==> src/rtl/dual_lane_memory_access_if.sv <==
// dual_lane_memory_access_if: M-stage lane controls plus single-port data-memory bus
interface dual_lane_memory_access_if #(parameter int ADDR_WIDTH = 32);
  logic                  MemWriteM1, MemWriteM2;
  logic [1:0]            ResultSrcM1, ResultSrcM2;
  logic [2:0]            AddressingControlM1, AddressingControlM2;
  logic [ADDR_WIDTH-1:0] ALUResultM1, ALUResultM2;
  logic [31:0]           WriteDataM1, WriteDataM2;
  logic [ADDR_WIDTH-1:0] DMemAddr;
  logic [31:0]           DMemWData;
  logic [3:0]            DMemByteEn;
  logic                  DMemWE;
  logic [31:0]           DMemRData;
  logic [31:0]           ReadDataM1, ReadDataM2;
  logic                  StallM, MisalignM1, MisalignM2;
  modport master (
    output MemWriteM1, MemWriteM2, ResultSrcM1, ResultSrcM2,
           AddressingControlM1, AddressingControlM2, ALUResultM1, ALUResultM2,
           WriteDataM1, WriteDataM2, DMemRData,
    input  DMemAddr, DMemWData, DMemByteEn, DMemWE,
           ReadDataM1, ReadDataM2, StallM, MisalignM1, MisalignM2
  );
  modport slave (
    input  MemWriteM1, MemWriteM2, ResultSrcM1, ResultSrcM2,
           AddressingControlM1, AddressingControlM2, ALUResultM1, ALUResultM2,
           WriteDataM1, WriteDataM2, DMemRData,
    output DMemAddr, DMemWData, DMemByteEn, DMemWE,
           ReadDataM1, ReadDataM2, StallM, MisalignM1, MisalignM2
  );
endinterface

==> src/rtl/dual_lane_memory_access.sv <==
// dual_lane_memory_access: serialises two M-stage lanes onto one data-memory port,
// lane 1 first, stalling one cycle when both lanes access memory.
module dual_lane_memory_access #(parameter int ADDR_WIDTH = 32) (
  input logic clk,
  input logic rst_n,
  dual_lane_memory_access_if.slave bus
);
  typedef enum logic {IDLE, SECOND} state_t;
  state_t r_state, w_next;
  logic [31:0] r_held1;
  logic w_ld1, w_ld2, w_st1, w_st2, w_mis1, w_mis2, w_act1, w_act2, w_both;
  logic w_sel2, w_serve, w_ld, w_st, w_b, w_h;
  logic [ADDR_WIDTH-1:0] w_addr;
  logic [2:0] w_ac;
  logic [31:0] w_wd, w_rd, w_bsh;
  logic [7:0] w_byte;
  logic [15:0] w_half;

  // unknown encodings fall through to word alignment
  function automatic logic misal(input logic [2:0] ac, input logic [1:0] a);
    return (ac == 3'b000 || ac == 3'b100) ? 1'b0 :
           (ac == 3'b001 || ac == 3'b101) ? a[0] : |a;
  endfunction

  assign w_ld1  = bus.ResultSrcM1 == 2'b01;
  assign w_ld2  = bus.ResultSrcM2 == 2'b01;
  assign w_st1  = bus.MemWriteM1;
  assign w_st2  = bus.MemWriteM2;
  assign w_mis1 = (w_st1 | w_ld1) & misal(bus.AddressingControlM1, bus.ALUResultM1[1:0]);
  assign w_mis2 = (w_st2 | w_ld2) & misal(bus.AddressingControlM2, bus.ALUResultM2[1:0]);
  assign w_act1 = (w_st1 | w_ld1) & ~w_mis1;
  assign w_act2 = (w_st2 | w_ld2) & ~w_mis2;
  assign w_both = w_act1 & w_act2;

  assign w_sel2  = (r_state == SECOND) | (w_act2 & ~w_act1);
  assign w_serve = w_sel2 ? w_act2 : w_act1;
  assign w_addr  = w_sel2 ? bus.ALUResultM2 : bus.ALUResultM1;
  assign w_ac    = w_sel2 ? bus.AddressingControlM2 : bus.AddressingControlM1;
  assign w_wd    = w_sel2 ? bus.WriteDataM2 : bus.WriteDataM1;
  assign w_ld    = w_serve & (w_sel2 ? w_ld2 : w_ld1);
  assign w_st    = w_serve & (w_sel2 ? w_st2 : w_st1);
  assign w_b     = w_ac == 3'b000 || w_ac == 3'b100;
  assign w_h     = w_ac == 3'b001 || w_ac == 3'b101;

  assign w_bsh  = bus.DMemRData >> {w_addr[1:0], 3'b000};
  assign w_byte = w_bsh[7:0];
  assign w_half = w_addr[1] ? bus.DMemRData[31:16] : bus.DMemRData[15:0];
  assign w_rd   = !w_ld              ? '0 :
                  w_ac == 3'b000     ? {{24{w_byte[7]}}, w_byte} :
                  w_ac == 3'b100     ? {24'b0, w_byte} :
                  w_ac == 3'b001     ? {{16{w_half[15]}}, w_half} :
                  w_ac == 3'b101     ? {16'b0, w_half} : bus.DMemRData;

  always_comb begin
    w_next = IDLE;
    if (r_state == IDLE && w_both) w_next = SECOND;
  end

  assign bus.StallM     = rst_n & (r_state == IDLE) & w_both;
  assign bus.DMemWE     = rst_n & w_st;
  assign bus.DMemAddr   = w_serve ? {w_addr[ADDR_WIDTH-1:2], 2'b00} : '0;
  assign bus.DMemByteEn = !(rst_n && w_st) ? 4'b0000 :
                          w_b ? 4'b0001 << w_addr[1:0] :
                          w_h ? (w_addr[1] ? 4'b1100 : 4'b0011) : 4'b1111;
  assign bus.DMemWData  = !w_st ? '0 : w_b ? {4{w_wd[7:0]}} : w_h ? {2{w_wd[15:0]}} : w_wd;
  assign bus.ReadDataM1 = !rst_n ? '0 : r_state == SECOND ? r_held1 : w_sel2 ? '0 : w_rd;
  assign bus.ReadDataM2 = (rst_n && w_sel2) ? w_rd : '0;
  assign bus.MisalignM1 = rst_n & w_mis1;
  assign bus.MisalignM2 = rst_n & w_mis2;

  always_ff @(posedge clk or negedge rst_n)
    if (!rst_n) begin
      r_state <= IDLE;
      r_held1 <= '0;
    end else begin
      r_state <= w_next;
      if (r_state == IDLE && w_both) r_held1 <= w_rd;
    end
endmodule

==> src/flat_wrapper.sv <==
// flat-port wrapper written by rule: the top's interface ports become plain ports
module dual_lane_memory_access_flat 
#(parameter int ADDR_WIDTH = 32)
  (clk, rst_n, bus_MemWriteM1, bus_MemWriteM2, bus_ResultSrcM1, bus_ResultSrcM2, bus_AddressingControlM1, bus_AddressingControlM2, bus_ALUResultM1, bus_ALUResultM2, bus_WriteDataM1, bus_WriteDataM2, bus_DMemRData, bus_DMemAddr, bus_DMemWData, bus_DMemByteEn, bus_DMemWE, bus_ReadDataM1, bus_ReadDataM2, bus_StallM, bus_MisalignM1, bus_MisalignM2);
  dual_lane_memory_access_if #(.ADDR_WIDTH(ADDR_WIDTH)) bus_i ();
  input logic clk;
  input logic rst_n;
  input wire logic [$bits(bus_i.MemWriteM1)-1:0] bus_MemWriteM1;
  input wire logic [$bits(bus_i.MemWriteM2)-1:0] bus_MemWriteM2;
  input wire logic [$bits(bus_i.ResultSrcM1)-1:0] bus_ResultSrcM1;
  input wire logic [$bits(bus_i.ResultSrcM2)-1:0] bus_ResultSrcM2;
  input wire logic [$bits(bus_i.AddressingControlM1)-1:0] bus_AddressingControlM1;
  input wire logic [$bits(bus_i.AddressingControlM2)-1:0] bus_AddressingControlM2;
  input wire logic [$bits(bus_i.ALUResultM1)-1:0] bus_ALUResultM1;
  input wire logic [$bits(bus_i.ALUResultM2)-1:0] bus_ALUResultM2;
  input wire logic [$bits(bus_i.WriteDataM1)-1:0] bus_WriteDataM1;
  input wire logic [$bits(bus_i.WriteDataM2)-1:0] bus_WriteDataM2;
  input wire logic [$bits(bus_i.DMemRData)-1:0] bus_DMemRData;
  output wire logic [$bits(bus_i.DMemAddr)-1:0] bus_DMemAddr;
  output wire logic [$bits(bus_i.DMemWData)-1:0] bus_DMemWData;
  output wire logic [$bits(bus_i.DMemByteEn)-1:0] bus_DMemByteEn;
  output wire logic [$bits(bus_i.DMemWE)-1:0] bus_DMemWE;
  output wire logic [$bits(bus_i.ReadDataM1)-1:0] bus_ReadDataM1;
  output wire logic [$bits(bus_i.ReadDataM2)-1:0] bus_ReadDataM2;
  output wire logic [$bits(bus_i.StallM)-1:0] bus_StallM;
  output wire logic [$bits(bus_i.MisalignM1)-1:0] bus_MisalignM1;
  output wire logic [$bits(bus_i.MisalignM2)-1:0] bus_MisalignM2;
  assign bus_i.MemWriteM1 = bus_MemWriteM1;
  assign bus_i.MemWriteM2 = bus_MemWriteM2;
  assign bus_i.ResultSrcM1 = bus_ResultSrcM1;
  assign bus_i.ResultSrcM2 = bus_ResultSrcM2;
  assign bus_i.AddressingControlM1 = bus_AddressingControlM1;
  assign bus_i.AddressingControlM2 = bus_AddressingControlM2;
  assign bus_i.ALUResultM1 = bus_ALUResultM1;
  assign bus_i.ALUResultM2 = bus_ALUResultM2;
  assign bus_i.WriteDataM1 = bus_WriteDataM1;
  assign bus_i.WriteDataM2 = bus_WriteDataM2;
  assign bus_i.DMemRData = bus_DMemRData;
  assign bus_DMemAddr = bus_i.DMemAddr;
  assign bus_DMemWData = bus_i.DMemWData;
  assign bus_DMemByteEn = bus_i.DMemByteEn;
  assign bus_DMemWE = bus_i.DMemWE;
  assign bus_ReadDataM1 = bus_i.ReadDataM1;
  assign bus_ReadDataM2 = bus_i.ReadDataM2;
  assign bus_StallM = bus_i.StallM;
  assign bus_MisalignM1 = bus_i.MisalignM1;
  assign bus_MisalignM2 = bus_i.MisalignM2;
  dual_lane_memory_access #(.ADDR_WIDTH(ADDR_WIDTH)) u_core (.clk(clk), .rst_n(rst_n), .bus(bus_i));
endmodule
==> config.mk <==
export PLATFORM = sky130hd
export DESIGN_NAME = dual_lane_memory_access_flat
export DESIGN_NICKNAME = d
export VERILOG_FILES = /design/src/rtl/dual_lane_memory_access_if.sv /design/src/rtl/dual_lane_memory_access.sv /design/src/flat_wrapper.sv
export SDC_FILE = /design/constraint.sdc
export NUM_CORES = 1
export LEC_CHECK = 0
export ABC_AREA = 0
export CAP_MARGIN = 15
export CELL_PAD_IN_SITES_DETAIL_PLACEMENT = 1
export CELL_PAD_IN_SITES_GLOBAL_PLACEMENT = 1
export CORE_MARGIN = 2
export CORE_UTILIZATION = 22
export CTS_BUF_LIST = sky130_fd_sc_hd__clkbuf_16
export DETAILED_ROUTE_END_ITERATION = 6
export PLACE_DENSITY = 0.86
export SLEW_MARGIN = 20
export SYNTH_ARGS = -nofsm -noshare
export SYNTH_HDL_FRONTEND = slang
export SYNTH_SLANG_ARGS = --single-unit
==> constraint.sdc <==
create_clock -name clk -period 4.5 [get_ports clk]
set_input_delay 0.9 -clock clk [delete_from_list [all_inputs] [get_ports clk]]
set_output_delay 0.9 -clock clk [all_outputs]
set_load 0.02 [all_outputs]
==> impl_metrics.py <==
metrics = {
    "placement": {
        "portBuffers": 307,
        "dp_hpwl_um": 19800,
        "gp_congestion": 0.8844,
        "detailedPlace.worstSlack_ps": -686.0,
        "place.detailed.instances": 1216,
        "place_area_mm2": 0.008085,
    },
    "yosys": {
        "synthDominantCellAreaShare_pct": 20.66,
        "synth_top_cell_by_area": "dfrtp_1",
        "synth.yosys.seq_area_share_pct": 20.66,
        "async_flop_share_pct": 100.0,
        "synth.ff_latch_count": 33,
        "synth_area_per_cell_um2": 6.597,
        "yosysWarningCount": 0,
        "post_synth_instance_area_mm2": 0.003998,
        "synth.lib_cells_used.distinct": 62,
        "post_synth_inst_count": 606,
        "synth-edff-count": 0,
        "synth_flop_cell": "dfrtp_1",
        "synth_area_leaders": "dfrtp_1 (21%), nand2_1 (13%), nor2_1 (8.9%)",
    },
    "critical_path": {
        "critical_path.max_fanout": 7,
        "start_kind": "input port",
        "critical_path_arrival_ps": 3600,
        "setup.worst_path.end_class": "primary output",
        "reg2reg_setup_slack_ps": 1770,
        "crit_required_ps": 3600,
        "worstSetupPathType": "in -> out",
    },
    "floorplan": {
        "floorplan.rows": 49,
        "io_pins": 310,
        "fp.dieW_um": 138.8,
        "die_height_um": 138.8,
        "floorplan.core_area_mm2": 0.01790,
        "effective_utilization_at_floorplan_pct": 22.33,
        "die_footprint_mm2": 0.01927,
    },
    "clocking": {
        "cts_tree": "yes",
        "clkSlewWorstSetupHoldPaths_ps": 50,
        "clock-root-buffer": "clkbuf_16",
        "cts_htree_levels": 2,
        "cts_buffers": 5,
        "insertion_delay_ps": 280,
        "cts_hold_buf": 0,
        "numClockSinks": 33,
        "clock_tree_buffer_depth": 2,
    },
    "grt": {
        "grt_antenna_before_repair": 3,
        "gr-total-overflow": 0,
        "grt_first_pass_wirelength_um": 39210,
        "grtUsageTotal_pct": 25.40,
        "grt_start_max_net_pins": 35,
        "grt_pass1_vias": 6922,
    },
    "detailed_routing": {
        "drt-wirelength-per-cell_um": 20.94,
        "drc": 0,
        "antenna_left": 0,
        "initialDrtViolationCount": 255,
        "wl_um": 26220,
        "dr_total_vias": 6411,
        "drtPass1Iterations": 4,
        "viasPerCell": 5.121,
    },
    "layout": {
        "layout_commonest_cell": "clkdlybuf4s50_1",
        "fin_util_pct": 48.33,
        "fraction_of_layout_cells_with_a_size_suffix_above_1_pct": 30.20,
        "final_nets": 1194,
        "fillerInstances": 2223,
        "area_growth_syn_to_layout_pct": 116.4,
        "final-instance-count-excl-fill": 1252,
        "layout.cell_area.non_filler_mm2": 0.008652,
        "most_frequent_cells_in_the_layout": "clkdlybuf4s50_1 (206), buf_4 (143), nand2_1 (138)",
    },
    "sta": {
        "timing.final.crit_share_pct": 100.0,
        "finalSetupViolCount": 1,
        "setup_ws_ps": -1.537,
        "max_freq_ghz": 0.2221,
        "unrepaired_setup_endpoints_after_global_routing": "yes",
        "timing.final.max_slew_violations": 0,
        "period_needed_ps": 4502,
        "hold_viol": 0,
        "tightestPinTransition_ps": 630.9,
        "relSlewSlack_pct": 57.90,
        "clock-skew-final_ps": 3.542,
    },
    "run_status": {
        "violations": "negative setup slack",
        "status": "finished with violations",
    },
    "pwr": {
        "p_leak_nw": 3.862,
        "ir_worst_vdd_v": 0.0001267,
        "power.density_mw_per_mm2": 240.7,
    },
    "run": {
        "timing.max_cap.violations": 0,
    },
    "min_path": {
        "hold_path.class": "reg -> reg",
    },
}
==> power by group <==
group | internal, W | switching, W | leakage [nW]
Clock | 0.000257 | 0.000134 | 0.0797
Combinational | 0.000614 | 0.000662 | 3.35
Sequential | 0.000372 | 0.0000440 | 0.436
Total | 0.00124 | 0.000841 | 3.86
==> through the flow <==
stage / power (W) / TNS (ps) / hold WS (ps)
2_1_floorplan: 0.0009490 / 0 / 449.7
3_3_place_gp: 0.001570 / -43170 / 463.6
3_5_place_dp: 0.001598 / -48140 / 475.5
4_1_cts: 0.002026 / -210.2 / 486.6
5_1_grt: 0.002192 / -339.8 / 510.4
6_report: 0.002083 / -1.537 / 481.1
==> path summary, 6_finish.rpt <==
path	cells past startpoint	end	start
setup / recovery	12	bus_ReadDataM2[14]	bus_ALUResultM1[1]
hold / removal	2	u_core.r_held1[7]	u_core.r_held1[7]
setup reg to reg	9	u_core.r_held1[10]	u_core.r_state
hold reg to reg	2	u_core.r_held1[7]	u_core.r_held1[7]
max in group asynchronous	2	u_core.r_held1[0]	rst_n
min in group asynchronous	1	u_core.r_state	rst_n
==> cell type report <==
class                      instances  area [um^2]  area share (%)
antenna                            3        7.507         0.08677
tap                              229        286.5           3.312
clock inverter                     2        35.03          0.4049
timing repair buffer             452         4039           46.68
clock buffer                       5        125.1           1.446
sequential                        33        825.8           9.544
multi-input combinational        522         3311           38.26
inverter                           6        22.52          0.2603
==> logic make-up after synthesis <==
kind of cell           share of synthesized area [%]
AND/OR/NAND/NOR                                27.39
AO/OA/AOI/OAI                                  34.43
buffers and inverters                          6.573
multiplexers                                   10.86
flip-flops                                     20.66
other                                        0.09381
==> worst max-delay path, cell delays in order <==
cell             delay [ps]
clkdlybuf4s50_1         530
a21oi_4                 100
buf_4                   160
o221a_4                 290
a211oi_4                280
o21ai_2                 140
a2111oi_2               430
buf_4                   180
nor3_2                   50
buf_4                   180
nor2_1                   90
clkdlybuf4s15_2         270
==> synth_stat cells (all sizes together), types with 2 or more instances <==
cell type  number
a2111oi         4
a211oi         28
a21oi          56
a221o           7
a221oi          5
a31oi          13
a32oi           2
and2            3
and3            8
buf            23
clkbuf         23
dfrtp          33
inv             6
mux2           11
mux2i          31
nand2         139
nand3           6
nor2           97
nor2b           3
nor3            5
o211ai          3
o21ai          73
o21bai          2
o22a            2
o22ai           2
o31ai           2
or2             4
==> flip-flops by register name, summed over array words and instances, names as in the netlist <==
name	cells
u_core.r_held1	32
u_core.r_state	1
==> repair_timing <==
action | CTS | global route
setup endpoints to repair | 121 | 114
pin swaps | 11 | 7
setup buffers | 12 | 14
cloned | 1 | 1
resized for setup | 331 | 80
==> metal layers <==
metal / vias to the layer above / wire (um) / part of all wire [%] / track usage [%]
met2: 282 / 13520 / 52 / 47.14
met3: 62 / 1816 / 6.9 / 6.112
met4: 0 / 839 / 3.2 / 7.815
met5: - / 0 / 0 / 0
met1: 3085 / 10040 / 38 / 28.63
li1: 2982 / - / - / -
Power figures use the tool's default switching activity.
